==> src/rtl/vram_slot_arbiter_if.sv <==
// CPU-side request/acknowledge bus of the video RAM slot arbiter.
// master = ISA CPU bridge, slave = arbiter.
interface vram_slot_arbiter_if;
    logic        cpu_req;
    logic        cpu_we;
    logic [13:0] cpu_addr;
    logic [7:0]  cpu_wdata;
    logic [7:0]  cpu_rdata;
    logic        cpu_ack;
    logic        cpu_wait;

    modport master (
        output cpu_req, cpu_we, cpu_addr, cpu_wdata,
        input  cpu_rdata, cpu_ack, cpu_wait
    );

    modport slave (
        input  cpu_req, cpu_we, cpu_addr, cpu_wdata,
        output cpu_rdata, cpu_ack, cpu_wait
    );
endinterface

==> src/rtl/vram_slot_arbiter.sv <==
// Time-slot scheduler sharing one single-port VRAM between CRTC fetch and CPU accesses.
// Optional macro VRAM_BLANK_FREE_EN: during blanking, fetch slots are handed to the CPU.
module vram_slot_arbiter #(
    parameter int unsigned PHASES      = 8,
    parameter logic [7:0]  RDATA_RESET = 8'h00
) (
    input  logic                 clk,
    input  logic                 rst_n,
    output logic                 divclk,
    input  logic [13:0]          crtc_addr,
    input  logic                 display_enable,
    vram_slot_arbiter_if.slave   cpu,
    output logic [13:0]          vram_addr,
    output logic                 vram_we,
    output logic [7:0]           vram_dout,
    input  logic [7:0]           vram_din,
    output logic [7:0]           char_byte,
    output logic [7:0]           attr_byte,
    output logic                 fetch_valid
);

    localparam int unsigned    PW      = $clog2(PHASES);
    localparam logic [PW-1:0]  PH_LAST = PW'(PHASES - 1);

    typedef enum logic [2:0] {
        S_IDLE,
        S_PEND,
        S_RD,
        S_ACK,
        S_REL
    } state_t;

    state_t        state_q, state_d;
    logic [PW-1:0] phase_q;
    logic          blank;
    logic          fetch_slot, cpu_slot;
    logic          lat_we;
    logic [13:0]   lat_addr, addr_hold;
    logic [7:0]    lat_wdata, char_q;

    logic unused_msb;
    assign unused_msb = crtc_addr[13];

`ifdef VRAM_BLANK_FREE_EN
    logic blank_q;

    // Blanking decision is taken once per character period, with divclk.
    always_ff @(posedge clk or negedge rst_n) begin
        if (!rst_n) begin
            blank_q <= 1'b0;
        end else if (phase_q == PH_LAST) begin
            blank_q <= ~display_enable;
        end
    end

    assign blank = blank_q;
`else
    logic unused_de;
    assign unused_de = display_enable;
    assign blank     = 1'b0;
`endif

    always_comb begin
        fetch_slot = !blank && ((phase_q == PW'(0)) || (phase_q == PW'(2)));
        cpu_slot   = (phase_q == PW'(4)) || (phase_q == PW'(6)) ||
                     (blank && ((phase_q == PW'(0)) || (phase_q == PW'(2))));
    end

    // Next-state and RAM port drive; idle phases keep the last address on the bus.
    always_comb begin
        state_d   = state_q;
        vram_addr = addr_hold;
        vram_we   = 1'b0;
        vram_dout = 8'h00;
        if (fetch_slot) begin
            vram_addr = {crtc_addr[12:0], phase_q[1]};
        end
        unique case (state_q)
            S_IDLE: if (cpu.cpu_req) state_d = S_PEND;
            S_PEND: begin
                if (cpu_slot) begin
                    vram_addr = lat_addr;
                    vram_we   = lat_we;
                    vram_dout = lat_we ? lat_wdata : 8'h00;
                    state_d   = lat_we ? S_ACK : S_RD;
                end
            end
            S_RD:   state_d = S_ACK;
            S_ACK:  state_d = S_REL;
            S_REL:  if (!cpu.cpu_req) state_d = S_IDLE;
            default: state_d = S_IDLE;
        endcase
    end

    assign cpu.cpu_wait = cpu.cpu_req &&
                          ((state_q == S_IDLE) || (state_q == S_PEND) || (state_q == S_RD));

    always_ff @(posedge clk or negedge rst_n) begin
        if (!rst_n) begin
            phase_q       <= '0;
            divclk        <= 1'b0;
            state_q       <= S_IDLE;
            cpu.cpu_ack   <= 1'b0;
            cpu.cpu_rdata <= RDATA_RESET;
            addr_hold     <= 14'h0000;
            lat_we        <= 1'b0;
            lat_addr      <= 14'h0000;
            lat_wdata     <= 8'h00;
            char_q        <= 8'h00;
            char_byte     <= RDATA_RESET;
            attr_byte     <= RDATA_RESET;
            fetch_valid   <= 1'b0;
        end else begin
            phase_q     <= (phase_q == PH_LAST) ? '0 : phase_q + PW'(1);
            divclk      <= (phase_q == PW'(PHASES - 2));
            state_q     <= state_d;
            cpu.cpu_ack <= (state_d == S_ACK);
            addr_hold   <= vram_addr;
            fetch_valid <= (phase_q == PW'(3));
            if ((state_q == S_IDLE) && cpu.cpu_req) begin
                lat_we    <= cpu.cpu_we;
                lat_addr  <= cpu.cpu_addr;
                lat_wdata <= cpu.cpu_wdata;
            end
            if (state_q == S_RD) begin
                cpu.cpu_rdata <= vram_din;
            end
            if (phase_q == PW'(1)) begin
                char_q <= vram_din;
            end
            if (phase_q == PW'(3)) begin
                char_byte <= blank ? 8'h00 : char_q;
                attr_byte <= blank ? 8'h00 : vram_din;
            end
        end
    end

endmodule
==> src/flat_wrapper.sv <==
// flat-port wrapper written by rule: the top's interface ports become plain ports
module vram_slot_arbiter_flat 
#(
    parameter int unsigned PHASES      = 8,
    parameter logic [7:0]  RDATA_RESET = 8'h00
)
  (clk, rst_n, divclk, crtc_addr, display_enable, vram_addr, vram_we, vram_dout, vram_din, char_byte, attr_byte, fetch_valid, cpu_cpu_req, cpu_cpu_we, cpu_cpu_addr, cpu_cpu_wdata, cpu_cpu_rdata, cpu_cpu_ack, cpu_cpu_wait);
  vram_slot_arbiter_if cpu_i ();
  input  logic clk;
  input  logic rst_n;
  output logic divclk;
  input  logic [13:0] crtc_addr;
  input  logic display_enable;
  output logic [13:0] vram_addr;
  output logic vram_we;
  output logic [7:0] vram_dout;
  input  logic [7:0] vram_din;
  output logic [7:0] char_byte;
  output logic [7:0] attr_byte;
  output logic fetch_valid;
  input wire logic [$bits(cpu_i.cpu_req)-1:0] cpu_cpu_req;
  input wire logic [$bits(cpu_i.cpu_we)-1:0] cpu_cpu_we;
  input wire logic [$bits(cpu_i.cpu_addr)-1:0] cpu_cpu_addr;
  input wire logic [$bits(cpu_i.cpu_wdata)-1:0] cpu_cpu_wdata;
  output wire logic [$bits(cpu_i.cpu_rdata)-1:0] cpu_cpu_rdata;
  output wire logic [$bits(cpu_i.cpu_ack)-1:0] cpu_cpu_ack;
  output wire logic [$bits(cpu_i.cpu_wait)-1:0] cpu_cpu_wait;
  assign cpu_i.cpu_req = cpu_cpu_req;
  assign cpu_i.cpu_we = cpu_cpu_we;
  assign cpu_i.cpu_addr = cpu_cpu_addr;
  assign cpu_i.cpu_wdata = cpu_cpu_wdata;
  assign cpu_cpu_rdata = cpu_i.cpu_rdata;
  assign cpu_cpu_ack = cpu_i.cpu_ack;
  assign cpu_cpu_wait = cpu_i.cpu_wait;
  vram_slot_arbiter #(.PHASES(PHASES), .RDATA_RESET(RDATA_RESET)) u_core (.clk(clk), .rst_n(rst_n), .divclk(divclk), .crtc_addr(crtc_addr), .display_enable(display_enable), .cpu(cpu_i), .vram_addr(vram_addr), .vram_we(vram_we), .vram_dout(vram_dout), .vram_din(vram_din), .char_byte(char_byte), .attr_byte(attr_byte), .fetch_valid(fetch_valid));
endmodule
==> config.mk <==
export PLATFORM = sky130hd
export DESIGN_NAME = vram_slot_arbiter_flat
export DESIGN_NICKNAME = d
export VERILOG_FILES = /design/src/rtl/vram_slot_arbiter_if.sv /design/src/rtl/vram_slot_arbiter.sv /design/src/flat_wrapper.sv
export SDC_FILE = /design/constraint.sdc
export NUM_CORES = 1
export LEC_CHECK = 0
export ABC_AREA = 1
export BUFFER_PORTS_ARGS = -buffer_cell sky130_fd_sc_hd__buf_4
export CAP_MARGIN = 10
export CORE_MARGIN = 4
export CORE_UTILIZATION = 38
export DETAILED_ROUTE_END_ITERATION = 8
export SYNTH_ARGS = -nofsm -noshare
export SYNTH_HDL_FRONTEND = slang
export SYNTH_SLANG_ARGS = --single-unit
==> constraint.sdc <==
create_clock -name clk -period 1.8 [get_ports clk]
set_input_delay 0.18 -clock clk [delete_from_list [all_inputs] [get_ports clk]]
set_output_delay 0.18 -clock clk [all_outputs]
set_load 0.03 [all_outputs]
==> results.py, run 1 <==
metrics = {
    "critical_path": {
        "r2r_end": "u_core.addr_hold[5]$_DFF_PN0_",
        "path_max_fanout": 8,
        "rr_startpoint": "u_core.phase_q[0]$_DFF_PN0_",
        "critPathRequiredTime_ns": 1.62,
        "critical_path_class": "flip-flop to output port",
        "start_kind": "flip-flop",
        "arrival_ns": 1.75,
        "rrSetupSlack_ns": -0.04,
        "r2r_cells": 12,
        "endpoint_kind": "output port",
    },
    "sta": {
        "rsz0062_at_grt": "yes",
        "period_share_pct": 107.0,
        "drv_slew": 0,
        "finClkSkew_ns": 0.007896,
        "timing.fmax_mhz": 519.2,
        "setup_viol": 24,
        "worstMarginPinSlew_ns": 0.4929,
        "finalHoldViolCount": 0,
        "max-slew-margin-rel_pct": 67.06,
        "fin_ws_ns": -0.1261,
        "post-route-min-period_ns": 1.926,
    },
    "logic_synthesis": {
        "synth_seq_area_share_pct": 57.78,
        "syn_avg_cell_area_um2": 9.358,
        "ys_types": 26,
        "syn_nets": 416,
        "synth_area_mm2": 0.003378,
        "yosysWarningCount": 0,
        "ys_ff_latch": 78,
        "netlist_instances": 361,
    },
    "route": {
        "firstDrtPassIters": 4,
        "vias": 2747,
        "remaining_drc_errors": 0,
        "ant_nets": 0,
        "wl_um": 8373,
        "wl_per_cell_um": 14.07,
        "drt-initial-drc-count": 126,
        "via_per_inst": 4.617,
    },
    "worst_hold_path": {
        "hold_class": "primary input to flip-flop",
        "hold_end": "u_core.lat_addr[6]$_DFFE_PN0P_",
        "min_path_cells": 3,
        "hp-start": "cpu_cpu_addr[6]",
    },
    "power": {
        "powerDensity_mw_per_mm2": 1043,
        "ir_drop_uv": 569.2,
        "p_leak_nw": 2.628,
    },
    "clock_network": {
        "clock_sinks": 78,
        "htree_levels": 3,
        "cts_buffer_depth": 2,
        "cts_tree": "built",
        "numCtsBuffers": 9,
        "clkTransAtPathRegs_ns": 0.08,
        "cts-root-buf": "clkbuf_8",
        "insertion_delay_ns": 0.34,
    },
    "final_layout": {
        "antenna_cells": 0,
        "post-route-util_pct": 56.98,
        "synthToLayoutAreaGrowth_pct": 46.37,
        "final_common_cell": "buf_4",
        "drive_gt1_share_pct": 41.89,
        "fin_nets": 540,
        "final_cell_mix": "95 x buf_4, 77 x dfrtp_1, 64 x nand2_1",
        "stdcell_area_mm2": 0.004945,
    },
    "floorplanning": {
        "core_mm2": 0.008678,
        "die-area_mm2": 0.01046,
        "num_io_pins": 100,
        "core.rowCount": 34,
        "die_w_um": 102.3,
        "initial_core_util_pct": 38.93,
        "die_h_um": 102.3,
    },
    "global_route": {
        "grt_pass1_vias": 2769,
        "grtUsageTotal_pct": 16.96,
        "antenna_found_initial": 0,
        "grt-ovfl-total": 0,
        "grt_max_degree": 41,
        "grt_pass1_wl_um": 13670,
    },
    "placed_design": {
        "place_area_mm2": 0.004229,
        "portBuffers": 97,
        "hpwl_um": 5418,
        "gp_congestion": 0.7845,
    },
    "flow_run": {
        "maxCapViolCount": 0,
    },
    "status": {
        "failed_checks": "negative setup slack",
        "status": "finished, violations left",
    },
}
[worst max path at each step]
stage | startpoint | to | cells after the start | slack, ns
4_1_cts | u_core.phase_q[1]$_DFF_PN0_ | vram_dout[2] | 9 | -0.13
2_1_floorplan | u_core.phase_q[2]$_DFF_PN0_ | u_core.char_byte[3]$_DFFE_PN0P_ | 6 | 0.15
6_report | u_core.phase_q[0]$_DFF_PN0_ | vram_addr[0] | 9 | -0.13
3_5_place_dp | u_core.phase_q[0]$_DFF_PN0_ | vram_addr[0] | 9 | -0.03
3_3_place_gp | u_core.phase_q[0]$_DFF_PN0_ | vram_addr[7] | 9 | 0.04
5_1_grt | u_core.phase_q[0]$_DFF_PN0_ | vram_dout[2] | 9 | -0.21
[flip-flops by register name, summed over array words and instances, names as in the netlist]
register and count:
u_core.addr_hold 14, u_core.lat_addr 14, u_core.attr_byte 8, u_core.char_byte 8
u_core.char_q 8, u_core.cpu.cpu_rdata 8, u_core.lat_wdata 8, u_core.phase_q 3
u_core.state_q 3, u_core.cpu.cpu_ack 1, u_core.divclk 1, u_core.fetch_valid 1
u_core.lat_we 1
[synthesized netlist by cell type, drive strengths merged]
library cell / number / area [um2]
o211ai: 1 / 7.510
nand2: 86 / 340.3
a21oi: 17 / 85.08
dfrtp: 78 / 1952
o21ai: 30 / 150.1
mux2: 8 / 90.09
ha: 6 / 75.07
nor2: 29 / 118.9
inv: 59 / 229.0
buf: 14 / 110.1
o31ai: 1 / 7.510
a21boi: 1 / 7.510
nand3b: 13 / 97.59
nand3: 18 / 107.6
[where the power goes]
| group | switching, mW | internal (mW) | total [mW] |
|---|---|---|---|
| Clock | 0.589 | 0.655 | 1.24 |
| Combinational | 0.940 | 0.580 | 1.52 |
| Sequential | 0.231 | 2.16 | 2.39 |
[metrics by stage]
| step | std cells | hold slack (ns) | worst slack (ns) | TNS, ns | power, mW |
|---|---|---|---|---|---|
| floorplan | 361 | -0.1156 | 0.1515 | 0 | 3.362 |
| global placement | 560 | 0.1313 | 0.03772 | 0 | 3.810 |
| detailed placement | 560 | 0.1396 | -0.02867 | -0.1255 | 3.850 |
| CTS | 590 | 0.06235 | -0.1309 | -2.384 | 5.198 |
| global route | 595 | 0.06984 | -0.2100 | -4.471 | 5.495 |
| finish | 595 | 0.07324 | -0.1261 | -2.520 | 5.156 |
[critical path, stage by stage, from the launching register on]
cell     delay (ns)
dfrtp_1        0.40
inv_2          0.11
ha_4           0.16
nand2_4        0.06
nand2_4        0.12
nand2_8        0.11
buf_12         0.17
nand3_2        0.06
nand2_2        0.07
buf_6          0.14
[cell type report]
cell class	instances	area [um2]
inverter	59	236.5
timing repair inverter	2	15.01
clock inverter	2	35.03
clock buffer	11	141.4
timing repair buffer	124	1081
fill	807	3734
tap	108	135.1
multi-input combinational	211	1348
sequential	78	1953
[layer usage]
metal / routed length, um / share of wire (%) / track usage, % / up-vias
li1: - / - / - / 1370
met1: 3603 / 43 / 22.73 / 1312
met2: 4327 / 52 / 27.14 / 54
met3: 321 / 3.8 / 3.276 / 11
met4: 120 / 1.4 / 6.862 / 0
met5: 0 / 0 / 0 / -
[cell families after synthesis]
| kind of cell | after synthesis | synth area share, % |
|---|---|---|
| AO/OA/AOI/OAI | 50 | 7.630 |
| adder cells (fa/ha/maj) | 6 | 2.222 |
| buffers and inverters | 73 | 10.04 |
| flip-flops | 78 | 57.78 |
| multiplexers | 8 | 2.667 |
| AND/OR/NAND/NOR | 146 | 19.67 |
[what timing repair did]
item	4_1_cts	5_1_grt
pin swaps	6	9
buffers inserted	12	4
gates cloned	4	1
hold buffers	1	0
hold endpoints to repair	28	0
gates resized for setup	79	13
endpoints found under the setup margin	23	24
Note: power is estimated with default switching activity, not from simulation.
==> run 2: changes to the inputs <==
==> constraint.sdc (replaced) <==
create_clock -name clk -period 2.1 [get_ports clk]
set_input_delay 0.21 -clock clk [delete_from_list [all_inputs] [get_ports clk]]
set_output_delay 0.21 -clock clk [all_outputs]
set_load 0.03 [all_outputs]
==> run 2 against run 1 <==
The flow now finishes without violations; clock power down 8%; global-route usage shrank 1.5 points; via count down 4.2%; non-clock buffer count shrank 17; count of clock-buffer cells in the layout rose by 2; flip-flop and latch count unchanged; cell area shrank 8.1%; power fell by 15%; critical path depth unchanged; setup slack improved by 0.23 ns; sequential share of layout area up 3.5 points; register-to-register slack gained 0.42 ns; largest cell class unchanged; highest routed layer unchanged.
==> results.py, run 2 (synthesis results as in run 1) <==
metrics = {
    "final_layout": {
        "n_fill_cell": 838,
        "antenna_cells": 0,
        "finalNonFillerCells": 578,
        "fin_nets": 520,
        "synthToLayoutAreaGrowth_pct": 34.48,
        "top_regs": "u_core.addr_hold x14, u_core.lat_addr x14",
        "multi_input_area_mm2": 0.001156,
        "final_common_cell": "buf_4",
        "regArea_mm2": 0.001952,
        "final_cell_mix": "98 x buf_4, 79 x nand2_1, 78 x dfrtp_1",
        "drive_gt1_share_pct": 32.34,
    },
    "sta": {
        "post-route-min-period_ns": 1.999,
        "max-slew-margin-rel_pct": 65.19,
        "finClkSkew_ns": 0.005510,
        "fin_ws_ns": 0.1009,
        "finalHoldViolCount": 0,
        "drv_slew": 0,
        "setup_viol": 0,
        "period_share_pct": 95.20,
        "timing.fmax_mhz": 500.2,
        "worstMarginPinSlew_ns": 0.5222,
    },
    "route": {
        "vias": 2632,
        "ant_nets": 0,
        "remaining_drc_errors": 0,
        "firstDrtPassIters": 4,
        "wl_per_cell_um": 13.71,
        "wl_um": 7925,
        "via_per_inst": 4.554,
        "drt-initial-drc-count": 66,
    },
    "global_route": {
        "antenna_found_initial": 0,
        "grtUsageTotal_pct": 15.48,
        "grt_pass1_wl_um": 12450,
        "grt-ovfl-total": 0,
        "grt_pass1_vias": 2474,
        "grt_max_degree": 47,
    },
    "critical_path": {
        "arrival_ns": 1.79,
        "crit_path_top_delay_cell": "dfrtp_1",
        "crit_family": "buffers and inverters",
        "r2r_cells": 4,
        "critical_path_class": "flip-flop to output port",
        "cp_num_buf_inv": 4,
        "critPathMaxStageDelay_ns": 0.43,
        "endpoint_kind": "output port",
        "rrSetupSlack_ns": 0.38,
        "path_cells": "inv_2 > ha_2 > inv_1 > nand2_4 > buf_6 > nand3b_1 > nand3_1 > nand2_1 > buf_4",
        "critPathRequiredTime_ns": 1.89,
        "r2r_end": "u_core.char_byte[0]$_DFFE_PN0P_",
        "start_kind": "flip-flop",
        "path_max_fanout": 7,
        "rr_startpoint": "u_core.phase_q[2]$_DFF_PN0_",
    },
    "clock_network": {
        "cts-root-buf": "clkbuf_8",
        "cts_buffer_depth": 2,
        "insertion_delay_ns": 0.34,
        "numCtsBuffers": 9,
        "clkTransAtPathRegs_ns": 0.08,
        "clock_sinks": 78,
        "cts_tree": "built",
        "htree_levels": 3,
    },
    "power": {
        "internal-power_mw": 2.911,
        "power_mw": 4.403,
        "power_frac_seq_pct": 46.5,
        "pwr-share-clk_pct": 26.0,
        "pwr-share-comb_pct": 27.6,
        "ir_drop_uv": 708.0,
        "powerDensity_mw_per_mm2": 969.1,
        "p_leak_nw": 2.428,
        "p_sw_mw": 1.492,
        "netSwitchingFraction_pct": 33.89,
    },
    "placed_design": {
        "place_ws_ns": 0.2346,
        "hpwl_um": 5440,
        "gp_congestion": 0.7983,
        "place_inst": 556,
        "portBuffers": 97,
    },
    "floorplanning": {
        "num_io_pins": 100,
        "die-area_mm2": 0.01046,
        "initial_core_util_pct": 38.93,
        "die_w_um": 102.3,
        "core.rowCount": 34,
        "core_mm2": 0.008678,
        "die_h_um": 102.3,
    },
    "worst_hold_path": {
        "hp-start": "cpu_cpu_addr[11]",
        "hold_class": "primary input to flip-flop",
        "hold_end": "u_core.lat_addr[11]$_DFFE_PN0P_",
        "min_path_cells": 3,
    },
    "flow_run": {
        "maxCapViolCount": 0,
    },
    "status": {
        "status": "finished, final reports clean",
    },
}
run 2: cell type report:
type	instances	area share, %
clock inverters	3	0.9364
inverters	59	5.205
repair buffers	107	18.98
flip-flops and latches	78	42.96
multi-input cells	210	25.45
clock buffers	13	3.498
well taps	108	2.974
run 2: tightest hold or removal path, delay by kind of cell:
kind                   cells  cell delay (ns)
AO/OA/AOI/OAI              1             0.06
buffers and inverters      2             0.15
run 2: what timing repair did:
action	CTS	global route
pin swaps	1	3
buffers inserted	2	2
gates resized for setup	4	24
hold buffers	1	0
cloned	0	1
hold endpoints to repair	38	0
endpoints found under the setup margin	23	23
run 2: how the worst max path moves through the flow:
stage,from,end,slack [ns],cells past startpoint
global placement,u_core.phase_q[0]$_DFF_PN0_,vram_dout[4],0.28,9
CTS,u_core.phase_q[0]$_DFF_PN0_,vram_dout[0],0.008,9
detailed placement,u_core.phase_q[0]$_DFF_PN0_,vram_dout[7],0.23,9
finish,u_core.phase_q[0]$_DFF_PN0_,vram_addr[9],0.10,9
global route,u_core.phase_q[0]$_DFF_PN0_,vram_addr[2],-0.02,9
floorplan,u_core.phase_q[0]$_DFF_PN0_,vram_dout[0],0.44,8
run 2: layer usage:
layer / track usage (%) / part of all wire [%] / vias to the layer above
li1: - / - / 1337
met1: 21.77 / 47 / 1234
met2: 23.74 / 48 / 52
met3: 2.321 / 3.6 / 9
met4: 6.963 / 1.6 / 0
met5: 0 / 0 / -
run 2: per-stage QoR:
step | util (%) | setup TNS, ns | instance area [um2] | hold WS [ns]
2_1_floorplan | - | 0 | 3378 | -0.08559
4_1_cts | 51.11 | 0 | 4436 | 0.08867
3_3_place_gp | 48.10 | 0 | 4174 | 0.2202
6_report | 52.35 | 0 | 4543 | 0.1030
5_1_grt | 52.35 | -0.1976 | 4543 | 0.09329
3_5_place_dp | 48.10 | 0 | 4174 | 0.2243
run 2: power by group through the flow:
stage / clock, mW / combinational [mW] / sequential [mW]
floorplan: 0 / 0.666 / 2.22
global placement: 0 / 1.18 / 2.06
detailed placement: 0 / 1.20 / 2.07
CTS: 1.19 / 1.21 / 2.04
global route: 1.24 / 1.34 / 2.09
finish: 1.14 / 1.21 / 2.05
==> run 3: changes to the inputs <==
--- a/config.mk
+++ b/config.mk
@@ -11,6 +11,7 @@
 export CORE_MARGIN = 4
 export CORE_UTILIZATION = 38
 export DETAILED_ROUTE_END_ITERATION = 8
+export HOLD_SLACK_MARGIN = 0.15
 export SYNTH_ARGS = -nofsm -noshare
 export SYNTH_HDL_FRONTEND = slang
 export SYNTH_SLANG_ARGS = --single-unit
==> run 3 against run 2 <==
Core utilization rose by 3.5 points; critical path depth is the same; sequential power about the same; fmax hardly changed; power rose by 1.0%; first-iteration DRC count increased by 24%; routed wire length is 4.0% higher; largest power group unchanged.
==> results.py, run 3 (synthesis results as in run 1) <==
metrics = {
    "placed_design": {
        "hpwl_um": 5440,
        "portBuffers": 97,
        "gp_congestion": 0.7983,
        "place_area_mm2": 0.004174,
    },
    "critical_path": {
        "rr_startpoint": "u_core.phase_q[2]$_DFF_PN0_",
        "critPathLaunch": "u_core.phase_q[0]$_DFF_PN0_",
        "r2r_cells": 4,
        "rrSetupSlack_ns": 0.39,
        "r2r_end": "u_core.char_byte[0]$_DFFE_PN0P_",
        "arrival_ns": 1.79,
        "start_kind": "flip-flop",
        "critical_path_class": "flip-flop to output port",
        "critPathRequiredTime_ns": 1.89,
        "endpoint_kind": "output port",
        "path_max_fanout": 7,
    },
    "route": {
        "highest_layer": "met4",
        "wl_per_cell_um": 13.56,
        "via_per_inst": 4.518,
        "firstDrtPassIters": 4,
        "wl_um": 8244,
        "drt-initial-drc-count": 82,
        "remaining_drc_errors": 0,
        "wl_met3_um": 289,
        "routed-wl-met2_um": 4015,
        "met1_length_um": 3812,
        "vias": 2747,
        "ant_nets": 0,
    },
    "global_route": {
        "antenna_found_initial": 0,
        "grt_pass1_wl_um": 13030,
        "grtUsageTotal_pct": 16.13,
        "grt-ovfl-total": 0,
        "grt_pass1_vias": 2614,
        "grt_max_degree": 47,
    },
    "worst_hold_path": {
        "min_path_cells": 3,
        "hp-start": "vram_din[1]",
        "hold_end": "u_core.char_q[1]$_DFFE_PN0N_",
        "hold_class": "primary input to flip-flop",
    },
    "power": {
        "internal-power_mw": 2.947,
        "p_leak_nw": 2.553,
        "p_sw_mw": 1.501,
        "netSwitchingFraction_pct": 33.75,
        "ir_drop_uv": 713.9,
        "power_frac_seq_pct": 46.0,
        "pwr-share-clk_pct": 25.6,
        "pwr-share-comb_pct": 28.4,
        "powerDensity_mw_per_mm2": 918.4,
    },
    "sta": {
        "timing.fmax_mhz": 500.4,
        "worstMarginPinSlew_ns": 0.5237,
        "holdWs_ns": 0.1676,
        "max-slew-margin-rel_pct": 65.09,
        "finalHoldViolCount": 0,
        "post-route-min-period_ns": 1.999,
        "finClkSkew_ns": 0.005611,
        "period_share_pct": 95.17,
        "drv_slew": 0,
        "setup_viol": 0,
    },
    "status": {
        "status": "finished, final reports clean",
    },
    "final_layout": {
        "synthToLayoutAreaGrowth_pct": 43.37,
        "top_regs": "u_core.addr_hold x14, u_core.lat_addr x14",
        "final_common_cell": "buf_4",
        "n_fill_cell": 810,
        "drive_gt1_share_pct": 30.40,
        "antenna_cells": 0,
        "stdcell_area_mm2": 0.004843,
        "final_cell_mix": "98 x buf_4, 79 x nand2_1, 78 x dfrtp_1",
        "fin_nets": 550,
    },
    "clock_network": {
        "htree_levels": 3,
        "clkTransAtPathRegs_ns": 0.08,
        "insertion_delay_ns": 0.34,
        "clock_sinks": 78,
        "cts-root-buf": "clkbuf_8",
        "cts_tree": "built",
        "numCtsBuffers": 9,
        "cts_buffer_depth": 2,
    },
    "floorplanning": {
        "core_mm2": 0.008678,
        "die_h_um": 102.3,
        "die_w_um": 102.3,
        "die-area_mm2": 0.01046,
        "initial_core_util_pct": 38.93,
        "core.rowCount": 34,
        "num_io_pins": 100,
    },
    "flow_run": {
        "maxCapViolCount": 0,
    },
}
## run 3: changes by cell type in the layout (fill, tap and decap cells not counted), sizes merged
| cell | previous run | this run |
|---|---|---|
| dlygate4sd3 | 1 | 31 |
## run 3: stage by stage
step                utilization, %  power (mW)  instances  TNS [ns]  worst slack (ns)
finish                       55.81       4.448        608         0            0.1015
detailed placement           48.10       3.270        556         0            0.2346
CTS                          54.57       4.484        605         0          0.007651
global route                 55.81       4.720        608   -0.1976          -0.02342
global placement             48.10       3.233        556         0            0.2844
floorplan                        -       2.882        361         0            0.4445
## run 3: layout make-up
type / count / area (um2) / share of cell area (%)
repair buffers: 137 / 1162 / 24.00
flip-flops and latches: 78 / 1952 / 40.30
clock buffers: 13 / 158.9 / 3.281
multi-input cells: 210 / 1156 / 23.87
inverters: 59 / 236.5 / 4.882
clock inverters: 3 / 42.54 / 0.8783
well taps: 108 / 135.1 / 2.790
## run 3: timing repair
action,in CTS,in global routing
buffers inserted,2,2
setup endpoints to repair,23,23
pin swaps,1,3
gates cloned,0,1
hold buffers,31,0
hold endpoints to repair,68,0
gates resized for setup,4,24
## run 3: worst max-delay path by stage
| stage | slack [ns] | cells after the start | to |
|---|---|---|---|
| 3_5_place_dp | 0.23 | 9 | vram_dout[7] |
| 3_3_place_gp | 0.28 | 9 | vram_dout[4] |
| 6_report | 0.10 | 9 | vram_addr[9] |
| 4_1_cts | 0.008 | 9 | vram_dout[0] |
| 5_1_grt | -0.02 | 9 | vram_addr[2] |
| 2_1_floorplan | 0.44 | 8 | vram_dout[0] |
## run 3: per-layer routing
layer	vias to the layer above	track usage, %
met2	49	25.29
met3	9	2.321
met4	0	6.963
met1	1292	22.38
li1	1397	-
met5	-	0
## run 3: power groups by stage
| stage | combinational [mW] | sequential [mW] | clock (mW) |
|---|---|---|---|
| finish | 1.26 | 2.05 | 1.14 |
| floorplan | 0.666 | 2.22 | 0 |
| detailed placement | 1.20 | 2.07 | 0 |
| CTS | 1.25 | 2.04 | 1.19 |
| global route | 1.39 | 2.09 | 1.24 |
| global placement | 1.18 | 2.06 | 0 |
## run 3: critical path, cell delays in order (launching register included)
cell and delay (ns):
dfrtp_1 0.43, inv_2 0.08, ha_2 0.18, inv_1 0.07, nand2_4 0.11, buf_6 0.14
nand3b_1 0.08, nand3_1 0.10, nand2_1 0.08, buf_4 0.18
